File: src/rtl/uart_rx_frame.sv
// 8N1 UART receiver that assembles MEMORY_LENGTH bytes into one word (byte k at [8k+7:8k])
// and hands completed words to the consumer over a valid/ack handshake.
//
// state | meaning
// IDLE  | line high, waiting for a start edge; runs the inter-byte timeout mid-word
// START | confirming the start bit at its midpoint (glitch filter)
// DATA  | sampling 8 data bits LSB-first at mid-bit
// STOP  | sampling the stop bit at its midpoint; commits the byte or flags framing
// BREAK | after a framing error, waiting for the line to return high
module uart_rx_frame #(
   parameter int DELAY_FRAMES   = 234,
   parameter int MEMORY_LENGTH  = 4,
   parameter int TIMEOUT_CYCLES = 4680
) (
   input  logic                       clk,
   input  logic                       rst_n,
   input  logic                       uart_rx,
   output logic [MEMORY_LENGTH*8-1:0] data_received,
   output logic                       data_valid,
   input  logic                       data_ack,
   output logic                       framing_error,
   output logic                       overrun
);

   localparam int WORD_W = MEMORY_LENGTH * 8;
   localparam int HALF   = DELAY_FRAMES / 2;
   localparam int CNT_W  = ($clog2(DELAY_FRAMES + 1) > 16) ? $clog2(DELAY_FRAMES + 1) : 16;
   localparam int TO_W   = ($clog2(TIMEOUT_CYCLES + 1) > 1) ? $clog2(TIMEOUT_CYCLES + 1) : 1;

   localparam logic [CNT_W:0]  HALF_TC   = (CNT_W + 1)'(HALF);
   localparam logic [CNT_W:0]  BIT_TC    = (CNT_W + 1)'(DELAY_FRAMES);
   localparam logic [CNT_W:0]  CNT_ONE   = (CNT_W + 1)'(1);
   localparam logic [TO_W-1:0] TO_TC     = TO_W'(TIMEOUT_CYCLES - 1);
   localparam logic [TO_W-1:0] TO_ONE    = TO_W'(1);
   localparam logic [3:0]      LAST_BYTE = 4'(MEMORY_LENGTH - 1);

   typedef enum logic [2:0] {
      IDLE  = 3'd0,
      START = 3'd1,
      DATA  = 3'd2,
      STOP  = 3'd3,
      BREAK = 3'd4
   } stateT;

   stateT             state;
   logic              rxMeta;
   logic              rxS;
   logic [CNT_W-1:0]  bitCnt;
   logic [CNT_W:0]    bitCntNext;
   logic [TO_W-1:0]   timeoutCnt;
   logic [2:0]        bitNum;
   logic [3:0]        byteIdx;
   logic [7:0]        shiftReg;
   logic [WORD_W-1:0] wordBuf;
   logic [WORD_W-1:0] mergedWord;

   always_ff @(posedge clk or negedge rst_n) begin
      if (!rst_n) begin
         rxMeta <= 1'b1;
         rxS    <= 1'b1;
      end else begin
         rxMeta <= uart_rx;
         rxS    <= rxMeta;
      end
   end

   // one bit wider than the counter so the +1 compare never wraps
   assign bitCntNext = {1'b0, bitCnt} + CNT_ONE;

   // the final byte is merged here so the word can be published on the stop-bit edge
   always_comb begin
      mergedWord = wordBuf;
      mergedWord[{byteIdx, 3'b000} +: 8] = shiftReg;
   end

   always_ff @(posedge clk or negedge rst_n) begin
      if (!rst_n) begin
         state         <= IDLE;
         bitCnt        <= '0;
         timeoutCnt    <= '0;
         bitNum        <= '0;
         byteIdx       <= '0;
         shiftReg      <= '0;
         wordBuf       <= '0;
         data_received <= '0;
         data_valid    <= 1'b0;
         framing_error <= 1'b0;
         overrun       <= 1'b0;
      end else begin
         framing_error <= 1'b0;
         overrun       <= 1'b0;
         if (data_valid && data_ack) begin
            data_valid <= 1'b0;
         end

         case (state)
            IDLE: begin
               if (!rxS) begin
                  state      <= START;
                  bitCnt     <= '0;
                  timeoutCnt <= '0;
               end else if (byteIdx != 4'd0) begin
                  if (timeoutCnt == TO_TC) begin
                     byteIdx    <= '0;
                     timeoutCnt <= '0;
                  end else begin
                     timeoutCnt <= timeoutCnt + TO_ONE;
                  end
               end
            end

            START: begin
               if (bitCntNext == HALF_TC) begin
                  bitCnt <= '0;
                  if (!rxS) begin
                     state  <= DATA;
                     bitNum <= '0;
                  end else begin
                     state <= IDLE;
                  end
               end else begin
                  bitCnt <= bitCntNext[CNT_W-1:0];
               end
            end

            DATA: begin
               if (bitCntNext == BIT_TC) begin
                  bitCnt   <= '0;
                  shiftReg <= {rxS, shiftReg[7:1]};
                  if (bitNum == 3'd7) begin
                     state <= STOP;
                  end else begin
                     bitNum <= bitNum + 3'd1;
                  end
               end else begin
                  bitCnt <= bitCntNext[CNT_W-1:0];
               end
            end

            STOP: begin
               if (bitCntNext == BIT_TC) begin
                  bitCnt <= '0;
                  if (rxS) begin
                     wordBuf[{byteIdx, 3'b000} +: 8] <= shiftReg;
                     state <= IDLE;
                     if (byteIdx == LAST_BYTE) begin
                        data_received <= mergedWord;
                        data_valid    <= 1'b1;
                        overrun       <= data_valid && !data_ack;
                        byteIdx       <= '0;
                     end else begin
                        byteIdx <= byteIdx + 4'd1;
                     end
                  end else begin
                     framing_error <= 1'b1;
                     byteIdx       <= '0;
                     state         <= BREAK;
                  end
               end else begin
                  bitCnt <= bitCntNext[CNT_W-1:0];
               end
            end

            BREAK: begin
               if (rxS) begin
                  state <= IDLE;
               end
            end

            default: state <= IDLE;
         endcase
      end
   end

endmodule

File: config.mk
export PLATFORM = sky130hd
export DESIGN_NAME = uart_rx_frame
export DESIGN_NICKNAME = d
export VERILOG_FILES = /design/src/rtl/uart_rx_frame.sv
export SDC_FILE = /design/constraint.sdc
export NUM_CORES = 1
export LEC_CHECK = 0
export BUFFER_PORTS_ARGS = -buffer_cell sky130_fd_sc_hd__buf_2
export CORE_ASPECT_RATIO = 0.5
export CORE_MARGIN = 2
export CORE_UTILIZATION = 60
export CTS_BUF_LIST = sky130_fd_sc_hd__clkbuf_2 sky130_fd_sc_hd__clkbuf_4 sky130_fd_sc_hd__clkbuf_8
export CTS_CLUSTER_DIAMETER = 200
export DETAILED_ROUTE_END_ITERATION = 12
export MAX_ROUTING_LAYER = met4
export PLACE_DENSITY = 0.76
export SYNTH_ARGS = -nofsm -noshare
export SYNTH_HDL_FRONTEND = slang
export SYNTH_SLANG_ARGS = --single-unit
File: constraint.sdc
create_clock -name clk -period 3.58 [get_ports clk]
set_input_delay 0.716 -clock clk [delete_from_list [all_inputs] [get_ports clk]]
set_output_delay 0.716 -clock clk [all_outputs]
set_load 0.05 [all_outputs]
# Yosys cells after proc, flatten, opt, wreduce, memory -nomap -nowiden
# Cells that the tools add are included.
# classes
addsub,5
reduce_logical,17
n_shift,2
muxes,41
eq_ne,21
# op_table
operator,count
16-bit 2-to-1 mux,3
16-bit one-hot mux with 3 select lines,1
13-bit 2-to-1 mux,3
3-bit 2-to-1 mux,11
32-bit bitwise mux,1
"8-bit by 9-bit variable shift with 32-bit output, first input constant",1
8-bit by 9-bit indexed part select with 32-bit output,1
4-bit 2-to-1 mux,6
"2-bit != test, second input constant",11
"16-bit by 1-bit adder with 17-bit output, second input constant",1
"17-bit by 7-bit equality test with 1-bit output, second input constant",1
"17-bit by 8-bit equality test with 1-bit output, second input constant",1
3-bit one-hot mux with 5 select lines,1
"13-bit by 1-bit adder with 13-bit output, second input constant",1
"13-bit equality test, second input constant",1
1-bit 2-to-1 mux,12
5-bit AND reduction,2
7-bit negation with 9-bit output,1
4-bit one-hot mux with 2 select lines,1
"3-bit by 2-bit equality test with 1-bit output, second input constant",2
"3-bit equality test, second input constant",2
3-bit one-hot mux with 2 select lines,1
2-bit AND reduction,3
6-bit AND reduction,1
other kinds (15),17
# totals
regBits,116
elab_cells,99
output_inout_bits,35
input_bits,4

# Logic depth before layout (Yosys ltp)
# Gate-level depths: netlist of the first run.
# depth
depth_word,6
ltp_mapped,11
mapped_depth_nobuf,9

# Worst setup path before layout of the first run
# No wires, ideal clock.
# synth_path
kind,reg-to-reg
startpoint,reg bitCnt[1]
endpoint,reg wordBuf[0]
path_slack_ns,1.044
setup_ns,0.125
required_ns,3.455
n_path_buf,0
path_stages_with_launch,9
period_less_slack_ns,2.536
arrival_ns,2.412
path_cell_list,dfrtp_1 > ha_1 > nand4_2 > nor4_2 > mux2_2 > nor3_4 > nand4_4 > nor2_4 > mux2_2
# synth_between
elab_chain_cells,3
# synth_lines
item,line_no,rtl
from (decl),48,logic [CNT_W-1:0] bitCnt;
from (signal assigned),122,bitCnt <= bitCntNext[CNT_W-1:0];
from (signal assigned),136,bitCnt <= bitCntNext[CNT_W-1:0];
from (signal assigned),160,bitCnt <= bitCntNext[CNT_W-1:0];
16-bit by 1-bit adder with 17-bit output,68,"assign bitCntNext = {1'b0, bitCnt} + CNT_ONE;"
17-bit by 8-bit equality test with 1-bit output,141,if (bitCntNext == BIT_TC) begin
3-bit AND reduction (no line),-,
"to (signal, indexed assignment)",144,"wordBuf[{byteIdx, 3'b000} +: 8] <= shiftReg;"
to (decl),54,logic [WORD_W-1:0] wordBuf;
# No other way between the ends.
# A chain may end at the register's enable or synchronous reset.

# Final worst setup path of the first run
# layout_path
startpoint,reg bitCnt[1]
endpoint,reg wordBuf[24]
# The elaborated chain is that of the path after synthesis.

==> out/results.env, run 1 <==
DPL_CELL_AREA_UM2=6280
CRIT_PATH_MAX_CELL_DELAY_NS=0.49
ANT_NETS=0
DESIGN_AREA_UM2=6710
DETAIL_ROUTE.VIAS_PER_CELL=6.03
DP_HPWL_UM=8710
FINALCLOCKSKEW_NS=0.0150
HOLDBUFCOUNTCTS=0
GRT_PASS1_VIAS=4383
GLOBALPLACE.CONGESTION=0.875
DIE_WIDTH_UM=146
POST-ROUTE-UTIL=0.696
SYNTH.YOSYS.WARNINGS=0
TIMING.FMAX_MHz=312
POST_SYNTH_ARST_SHARE=1.00
POST_LAYOUT_CELL_COUNT=799
CTS-ROOT-BUF='sky130_fd_sc_hd__clkbuf_8'
RSZ_0062_RAISED_AFTER_GLOBAL_ROUTING='no'
POWER.SHARE.COMBINATIONAL=0.011
ANTENNA-DIODE-COUNT=0
MIN_DELAY_WORST_TYPE='in2async'
TIMING.FINAL.CRIT_PERIOD_NS=3.20
CLOCK_TREE_FROM_TRITONCTS='built'
CLK_TRANSITION_REPORTED_PATHS_NS=0.08
SYNTH-EDFF-COUNT=0
DISTINCT_CELLS_SYNTH=67
FILLERINSTANCES=766
SETUP_VIOLATIONS=0
FLOW.AREA_GROWTH_FROM_SYNTHESIS_PCT=10.8
CTS-BUFFERS-INSERTED=17
WORST_PATH_DOMINANT_CELL_FAMILY='simple AND/OR/NAND/NOR gates'
INSERTION_DELAY_NS=0.45
FINAL.SETUP.TNS_NS=0
SYNTH_CELLS=626
FINAL.PERIOD_UTILIZATION=0.895
WORSTPATHBUFFERINVERTERCOUNT=1
GRT-OVFL-TOTAL=0
LARGEST_NET_DEGREE_AT_THE_START_OF_GLOBAL_ROUTING=61
SLOWEST_STAGE='sky130_fd_sc_hd__dfrtp_1'
GRT_ANTENNA_BEFORE_REPAIR=0
TIMING_WORST_SETUP_PATH_TYPE='reg2reg'
YS_SEQ_AREA_FRAC=0.480
FINAL-MAX-SLEW-VIOLATION-COUNT=0
BUFFERS_ON_PORTS=38
MAXCAPVIOLCOUNT=0
DESIGN.FINAL.NETS=663
DRT_FIRST_ITER_VIOLATIONS=374
PLACE.DETAILED.INSTANCES=767
CTS_BUFFER_DEPTH=2
DIE_AREA_UM2=11000
POWER.DENSITY_nW_PER_UM2=396
POSTROUTEWIRELENGTH_UM=13100
CRITICAL_PATH.CELL_CHAIN='ha_2 -> nand4_2 -> nor4_2 -> mux2_2 -> nor3_4 -> nand4_4 -> buf_4 -> or2_1 -> o21ai_1'
RESIDUAL_DRC_COUNT=0
CP_MAX_FO=45
CORE_REGION_AREA_UM2=9630
PEAKVDDDROP_uV=267
DRIVE_ABOVE_1_SHARE=0.194
POST_CTS.REPAIR.SETUP_BUFFERS=0
CRITPATHCAPTURETYPE='flip-flop'
NETSWITCHINGFRACTION=0.231
HTREEDEPTH=4
SEQ_POWER_SHARE=0.495
GLOBALROUTETOTALUTIL=0.265
FP.DIEH_UM=75.0
CRIT_ARRIVAL_NS=3.56
DOMINANTREGCELLSYNTH='sky130_fd_sc_hd__dfrtp_1'
POWER_SWITCHING_mW=0.615
P_LEAK_nW=2.92
VIA_COUNT=4817
ROUTEDWLPERCELL_UM=16.4
IO-PIN-COUNT=39
ROWS=25
SLEW-LIMIT-HEADROOM=0.468
GRT_FIRST_PASS_WIRELENGTH_UM=21900
WORSTSETUPSTARTPOINTTYPE='flip-flop'
WORST-SLEW-PIN-TRANSITION_NS=0.778
CLOCKPOWERSHARE=0.494
OUTCOME='completed'
FLOORPLAN.INITIALDENSITY=0.628
CRIT_REQUIRED_NS=3.94
SYNTHESIZED_CELL_AREA_UM2=6050
DRTPASS1ITERATIONS=4
P_INT_mW=2.04
CLOCK_SINK_COUNT=116
REPORT.FINAL.HOLD_VIOL_COUNT=0
POST_SYNTH.CELL_AREA_AVG_UM2=9.67
SYNTHESIZED_NETLIST_NET_COUNT=638
POST_CTS.RESIZED_INSTANCES=0
YS_FF_LATCH=116
[cell type report]
cell class | count | area (µm²) | area share
clock buffers | 19 | 255 | 0.0381
clock inverters | 13 | 173 | 0.0257
inverters | 12 | 45.0 | 0.00672
multi-input cells | 458 | 2910 | 0.434
flip-flops and latches | 116 | 2910 | 0.433
well taps | 135 | 169 | 0.0252
repair buffers | 46 | 253 | 0.0377
[cells in the mapped netlist (3+ instances only)]
cell                       count  area [µm²]
sky130_fd_sc_hd__nand4_1       3        18.8
sky130_fd_sc_hd__xnor2_1       4        35.0
sky130_fd_sc_hd__a211oi_1      5        37.5
sky130_fd_sc_hd__a311oi_1      3        26.3
sky130_fd_sc_hd__a22o_1        5        43.8
sky130_fd_sc_hd__o21ai_0      57         285
sky130_fd_sc_hd__buf_6         4        45.0
sky130_fd_sc_hd__ha_1          8         100
sky130_fd_sc_hd__dfrtp_1     114        2850
sky130_fd_sc_hd__nor2_1       48         180
sky130_fd_sc_hd__mux2_2       25         282
sky130_fd_sc_hd__nand4b_1      3        26.3
sky130_fd_sc_hd__inv_1        12        45.0
sky130_fd_sc_hd__mux2i_1      19         190
sky130_fd_sc_hd__nand2_1      49         184
sky130_fd_sc_hd__and4_1        3        26.3
sky130_fd_sc_hd__o31ai_1       4        30.0
sky130_fd_sc_hd__o211ai_1      7        52.6
sky130_fd_sc_hd__clkbuf_1     21        78.8
sky130_fd_sc_hd__nand3_1      24         120
sky130_fd_sc_hd__a31oi_1       7        43.8
sky130_fd_sc_hd__and3_1        6        37.5
sky130_fd_sc_hd__buf_2        13        65.1
sky130_fd_sc_hd__nor3_1        8        40.0
sky130_fd_sc_hd__nor3b_1       3        22.5
sky130_fd_sc_hd__and2_1        4        25.0
sky130_fd_sc_hd__nor4_1        5        31.3
sky130_fd_sc_hd__a21oi_1      27         135
sky130_fd_sc_hd__or3_1         6        37.5
sky130_fd_sc_hd__nand2b_1      7        43.8
sky130_fd_sc_hd__xor2_1        8        70.1
sky130_fd_sc_hd__o21ai_1      65         325
[through the flow]
stage | power [mW] | setup WS [ns] | hold slack, ns
floorplan | 1.34 | 1.04 | 0.345
global placement | 1.37 | 0.443 | 0.347
detailed placement | 1.37 | 0.306 | 0.347
CTS | 2.67 | 0.296 | 0.355
global route | 2.75 | 0.0871 | 0.356
finish | 2.66 | 0.377 | 0.337
[final timing paths]
kind / from / end / slack [ns] / depth (start not counted)
setup / recovery: bitCnt[1]$_DFFE_PN0P_ / wordBuf[24]$_DFFE_PN0P_ / 0.38 / 9
hold / removal: rst_n / wordBuf[30]$_DFFE_PN0P_ / 0.34 / 1
setup reg to reg: bitCnt[1]$_DFFE_PN0P_ / wordBuf[24]$_DFFE_PN0P_ / 0.38 / 9
hold reg to reg: rxMeta$_DFF_PN1_ / rxS$_DFF_PN1_ / 0.36 / 0
max in group asynchronous: rst_n / rxMeta$_DFF_PN1_ / 2.41 / 2
min in group clk: rxMeta$_DFF_PN1_ / rxS$_DFF_PN1_ / 0.36 / 0
[routing by layer]
metal,up-vias,share of wire,track usage
met1,2329,0.50,0.368
met2,140,0.43,0.382
met3,22,0.053,0.0661
met4,0,0.016,0.0939
met5,-,0,-
li1,2326,-,-
[cell families after synthesis]
family                     count (synthesis)  share of synthesized area
muxes                                     44                     0.0779
and+or+nand+nor                          195                      0.177
adders and majority gates                  8                     0.0165
DFF                                      116                      0.480
xor gates and xnor gates                  12                     0.0174
AOI/OAI and AO/OA                        199                      0.192
buffers and inverters                     52                     0.0399
[cell usage in the layout (no fill, tap or decap), drive strengths merged, types with 12 or more instances in the layout]
cell type	synthesis	routed
o21ai	122	122
dfrtp	114	114
nor2	51	51
nand2	50	50
buf	19	46
a21oi	28	28
nand3	26	26
mux2	25	25
mux2i	19	19
clkbuf	21	19
inv	12	16
nor3	12	12
[power by group through the flow]
| stage | clock network, mW | logic [mW] | registers (mW) |
|---|---|---|---|
| floorplan | 0 | 0.00169 | 1.34 |
| global placement | 0 | 0.0307 | 1.34 |
| detailed placement | 0 | 0.0318 | 1.34 |
| CTS | 1.33 | 0.0316 | 1.31 |
| global route | 1.40 | 0.0356 | 1.31 |
| finish | 1.31 | 0.0293 | 1.31 |
[state kept, by name (all words and copies together), names as in the netlist]
| signal | count |
|---|---|
| data_received | 32 |
| rxS | 1 |
| bitNum | 3 |
| data_valid | 1 |
| byteIdx | 4 |
| overrun | 1 |
| timeoutCnt | 13 |
| rxMeta | 1 |
| wordBuf | 32 |
| shiftReg | 8 |
| state | 3 |
| bitCnt | 16 |
| framing_error | 1 |
Power figures use the tool's default switching activity.
==> run 2: changes to the inputs <==
--- a/config.mk
+++ b/config.mk
@@ -5,6 +5,7 @@
 export SDC_FILE = /design/constraint.sdc
 export NUM_CORES = 1
 export LEC_CHECK = 0
+export ABC_AREA = 1
 export BUFFER_PORTS_ARGS = -buffer_cell sky130_fd_sc_hd__buf_2
 export CORE_ASPECT_RATIO = 0.5
 export CORE_MARGIN = 2
==> constraint.sdc (replaced) <==
create_clock -name clk -period 3.41 [get_ports clk]
set_input_delay 0.682 -clock clk [delete_from_list [all_inputs] [get_ports clk]]
set_output_delay 0.682 -clock clk [all_outputs]
set_load 0.05 [all_outputs]
==> run 2 against run 1 <==
  * Routed wire length fell by 0.76%
  * Final area fell by 1.2%
  * Die area fell by 1.9%
  * Non-clock buffer count fell by 2
  * Critical path type unchanged
  * Largest cell class is now registers
==> out/results.env, run 2 <==
SYNTH_AREA_LEADERS='sky130_fd_sc_hd__dfrtp_1 48%, sky130_fd_sc_hd__nand2_1 16%, sky130_fd_sc_hd__inv_1 5.6%'
ROUTEDWLPERCELL_UM=13.5  # -18%
MULTIINPUTGATEAREA_UM2=2550  # -12%
PEAKVDDDROP_uV=282  # +5.7%
HOLDBUFCOUNTCTS=0  # unchanged
CORE_REGION_AREA_UM2=9540  # -0.97%
ANTENNA-DIODE-COUNT=0  # unchanged
YS_FF_LATCH=116  # unchanged
SLOWEST_STAGE='sky130_fd_sc_hd__dfrtp_1'
BUFFERS_ON_PORTS=38  # unchanged
FINALCLOCKSKEW_NS=0.0148  # -0.000233 ns
SYNTHESIZED_CELL_AREA_UM2=5930  # -2.0%
CRITICAL_PATH.CELL_CHAIN='ha_1 -> nand3_1 -> nor2_1 -> nand3_1 -> nand2_1 -> nand2_1 -> inv_1 -> nand2_1 -> nor2_2 -> nand3_2 -> clkinv_2 -> nand3_4 -> buf_4 -> nand2_1 -> o21ai_1'
MAXCAPVIOLCOUNT=0  # unchanged
POST-SYNTH-TOP-AREA-FRACTION=0.481  # +0.00944
RESIDUAL_DRC_COUNT=0  # unchanged
DPL_CELL_AREA_UM2=6230  # -0.82%
RSZ_0062_RAISED_AFTER_GLOBAL_ROUTING='no'
FILLERINSTANCES=772  # +0.78%
CRIT_PATH_FREQUENT_CELL='sky130_fd_sc_hd__nand2_1'
HOLDWS_NS=0.334  # -0.00363 ns
SEQ_AREA_UM2=2910  # unchanged
FIN_WS_NS=0.512  # +0.136 ns
GRT_PASS1_VIAS=4528  # +3.3%
DRIVE_ABOVE_1_SHARE=0.120  # -0.0747
GRT_FIRST_PASS_WIRELENGTH_UM=21900  # -0.16%
SYNTH_TOP_CELL_BY_AREA='sky130_fd_sc_hd__dfrtp_1'
GRT-OVFL-TOTAL=0  # unchanged
LAYOUT.CELLS.MOST_COMMON='sky130_fd_sc_hd__nand2_1'
DRT_FIRST_ITER_VIOLATIONS=415  # +11%
CLK_TRANSITION_REPORTED_PATHS_NS=0.08  # about the same
TIMING.FMAX_MHz=345  # +11%
MOST-COMMON-LAYOUT-CELLS='260 x sky130_fd_sc_hd__nand2_1, 114 x sky130_fd_sc_hd__dfrtp_1, 89 x sky130_fd_sc_hd__inv_1, 56 x sky130_fd_sc_hd__nor2_1, 45 x sky130_fd_sc_hd__nand3_1'
OUTCOME='completed'
CTS-ROOT-BUF='sky130_fd_sc_hd__clkbuf_8'
GLOBALROUTETOTALUTIL=0.273  # +0.00868
DOMINANTREGCELLSYNTH='sky130_fd_sc_hd__dfrtp_1'
CRIT_PATH_MAX_CELL_DELAY_NS=0.42  # -0.07 ns
DETAIL_ROUTE.VIAS_PER_CELL=5.27  # -13%
FINAL-MAX-SLEW-VIOLATION-COUNT=0  # unchanged
FLOORPLAN.INITIALDENSITY=0.622  # -0.00628
WORST_PATH_DOMINANT_CELL_FAMILY='simple AND/OR/NAND/NOR gates'
SYNTH.YOSYS.WARNINGS=0  # unchanged
WORST-SLEW-PIN-TRANSITION_NS=1.01  # +0.231 ns
CRIT_ARRIVAL_NS=3.21  # -0.35 ns
VIA_COUNT=5074  # +5.3%
LARGEST_NET_DEGREE_AT_THE_START_OF_GLOBAL_ROUTING=82  # +34%
SETUP_VIOLATIONS=0  # unchanged
TOP_CELLS_BY_COUNT_SYNTH='260 x sky130_fd_sc_hd__nand2_1, 114 x sky130_fd_sc_hd__dfrtp_1, 89 x sky130_fd_sc_hd__inv_1, 56 x sky130_fd_sc_hd__nor2_1, 45 x sky130_fd_sc_hd__nand3_1'
WORSTPATHBUFFERINVERTERCOUNT=3  # +2
CTS-BUFFERS-INSERTED=17  # unchanged
HTREEDEPTH=4  # unchanged
BIGGESTREGSBYFLOPS='data_received: 32 flops, wordBuf: 32 flops, bitCnt: 16 flops'
SYNTH-EDFF-COUNT=0  # unchanged
FINAL.PERIOD_UTILIZATION=0.850  # -0.0451
P_LEAK_nW=3.23  # +10%
CTS_BUFFER_DEPTH=2  # unchanged
SYNTHESIZED_NETLIST_NET_COUNT=787  # +23%
PRE_CTS_WS_NS=0.565  # +0.259 ns
POSTROUTEWIRELENGTH_UM=13000  # -0.76%
SYNTH.MOST_COMMON_CELL='sky130_fd_sc_hd__nand2_1'
CRITPATHCAPTURETYPE='flip-flop'
IO-PIN-COUNT=39  # unchanged
DP_HPWL_UM=9290  # +6.7%
DIE_WIDTH_UM=145  # -0.96%
CLOCK_TREE_FROM_TRITONCTS='built'
DESIGN.FINAL.NETS=827  # +25%
CP_MAX_FO=42  # -6.7%
FP.DIEH_UM=74.3  # -0.93%
FINAL.SETUP.TNS_NS=0  # unchanged
TIMING_WORST_SETUP_PATH_TYPE='reg2reg'
POST_CTS.REPAIR.SETUP_BUFFERS=0  # unchanged
POST_SYNTH.CELL_AREA_AVG_UM2=7.66  # -21%
ANT_NETS=0  # unchanged
ROWS=25  # unchanged
SYNTH_CELLS=775  # +24%
FLOW.AREA_GROWTH_FROM_SYNTHESIS_PCT=11.7
MIN_DELAY_WORST_TYPE='in2reg'
REPORT.FINAL.HOLD_VIOL_COUNT=0  # unchanged
POWER.DENSITY_nW_PER_UM2=408  # +2.9%
SLEW-LIMIT-HEADROOM=0.328  # -0.140
GRT_ANTENNA_BEFORE_REPAIR=0  # unchanged
GLOBALPLACE.CONGESTION=0.934  # +6.7%
PLACE.DETAILED.INSTANCES=931  # +21%
WORSTSETUPSTARTPOINTTYPE='flip-flop'
POST_SYNTH_ARST_SHARE=1.00  # unchanged
CRIT_REQUIRED_NS=3.72  # -0.22 ns
YS_SEQ_AREA_FRAC=0.490  # +0.00962
POST_LAYOUT_CELL_COUNT=963  # +21%
DISTINCT_CELLS_SYNTH=36  # -46%
INSERTION_DELAY_NS=0.45  # about the same
DESIGN_AREA_UM2=6630  # -1.2%
POWER_mW=2.70  # +1.7%
POST_CTS.RESIZED_INSTANCES=0  # unchanged
POST-ROUTE-UTIL=0.695  # -0.00168
DIE_AREA_UM2=10700  # -1.9%
CLOCK_SINK_COUNT=116  # unchanged
DRTPASS1ITERATIONS=5  # +1
TIMING.FINAL.CRIT_PERIOD_NS=2.90  # -0.306 ns
-- run 2: cell families (layout without fill, tap and decap cells) --
| family | count (synthesis) | after routing | synth area share |
|---|---|---|---|
| xor gates and xnor gates | 13 | 13 | 0.0192 |
| DFF | 116 | 116 | 0.490 |
| buffers and inverters | 115 | 168 | 0.0797 |
| muxes | 1 | 1 | 0.00169 |
| AOI/OAI and AO/OA | 116 | 116 | 0.106 |
| and+or+nand+nor | 406 | 406 | 0.287 |
| adders and majority gates | 8 | 8 | 0.0169 |
-- run 2: worst register-to-register path: stages (launching register included) --
cell and delay (ns):
sky130_fd_sc_hd__dfrtp_1 0.42, sky130_fd_sc_hd__ha_1 0.27, sky130_fd_sc_hd__nand3_1 0.17, sky130_fd_sc_hd__nor2_1 0.20, sky130_fd_sc_hd__nand3_1 0.09, sky130_fd_sc_hd__nand2_1 0.06
sky130_fd_sc_hd__nand2_1 0.06, sky130_fd_sc_hd__inv_1 0.07, sky130_fd_sc_hd__nand2_1 0.07, sky130_fd_sc_hd__nor2_2 0.10, sky130_fd_sc_hd__nand3_2 0.19, sky130_fd_sc_hd__clkinv_2 0.29
sky130_fd_sc_hd__nand3_4 0.24, sky130_fd_sc_hd__buf_4 0.34, sky130_fd_sc_hd__nand2_1 0.13, sky130_fd_sc_hd__o21ai_1 0.06
-- run 2: area by class of cell --
type,count,share of cell area
clock buffers,18,0.0374
clock inverters,14,0.0230
inverters,92,0.0523
multi-input cells,544,0.386
flip-flops and latches,116,0.438
well taps,135,0.0255
repair buffers,44,0.0378
-- run 2: where the power goes --
group          internal [mW]  switching (mW)  total [mW]
combinational        0.00472          0.0300      0.0347
sequential              1.38         0.00182        1.38
clock                  0.674           0.613        1.29
-- run 2: metal layers --
layer | GRT usage | wire (µm) | up-vias
met2 | 0.394 | 5600 | 122
met1 | 0.391 | 6570 | 2370
li1 | - | - | 2564
met3 | 0.0676 | 687 | 18
met5 | - | 0 | -
met4 | 0.0690 | 138 | 0
-- run 2: final timing paths --
| kind | from | end | slack, ns | cells after the start |
|---|---|---|---|---|
| setup / recovery | bitCnt[0]$_DFFE_PN0P_ | data_received[17]$_DFFE_PN0P_ | 0.51 | 15 |
| hold / removal | uart_rx | rxMeta$_DFF_PN1_ | 0.33 | 1 |
| setup reg to reg | bitCnt[0]$_DFFE_PN0P_ | data_received[17]$_DFFE_PN0P_ | 0.51 | 15 |
| hold reg to reg | rxMeta$_DFF_PN1_ | rxS$_DFF_PN1_ | 0.36 | 0 |
| max in group asynchronous | rst_n | wordBuf[3]$_DFFE_PN0P_ | 2.17 | 2 |
| min in group asynchronous | rst_n | bitCnt[15]$_DFFE_PN0P_ | 0.40 | 1 |
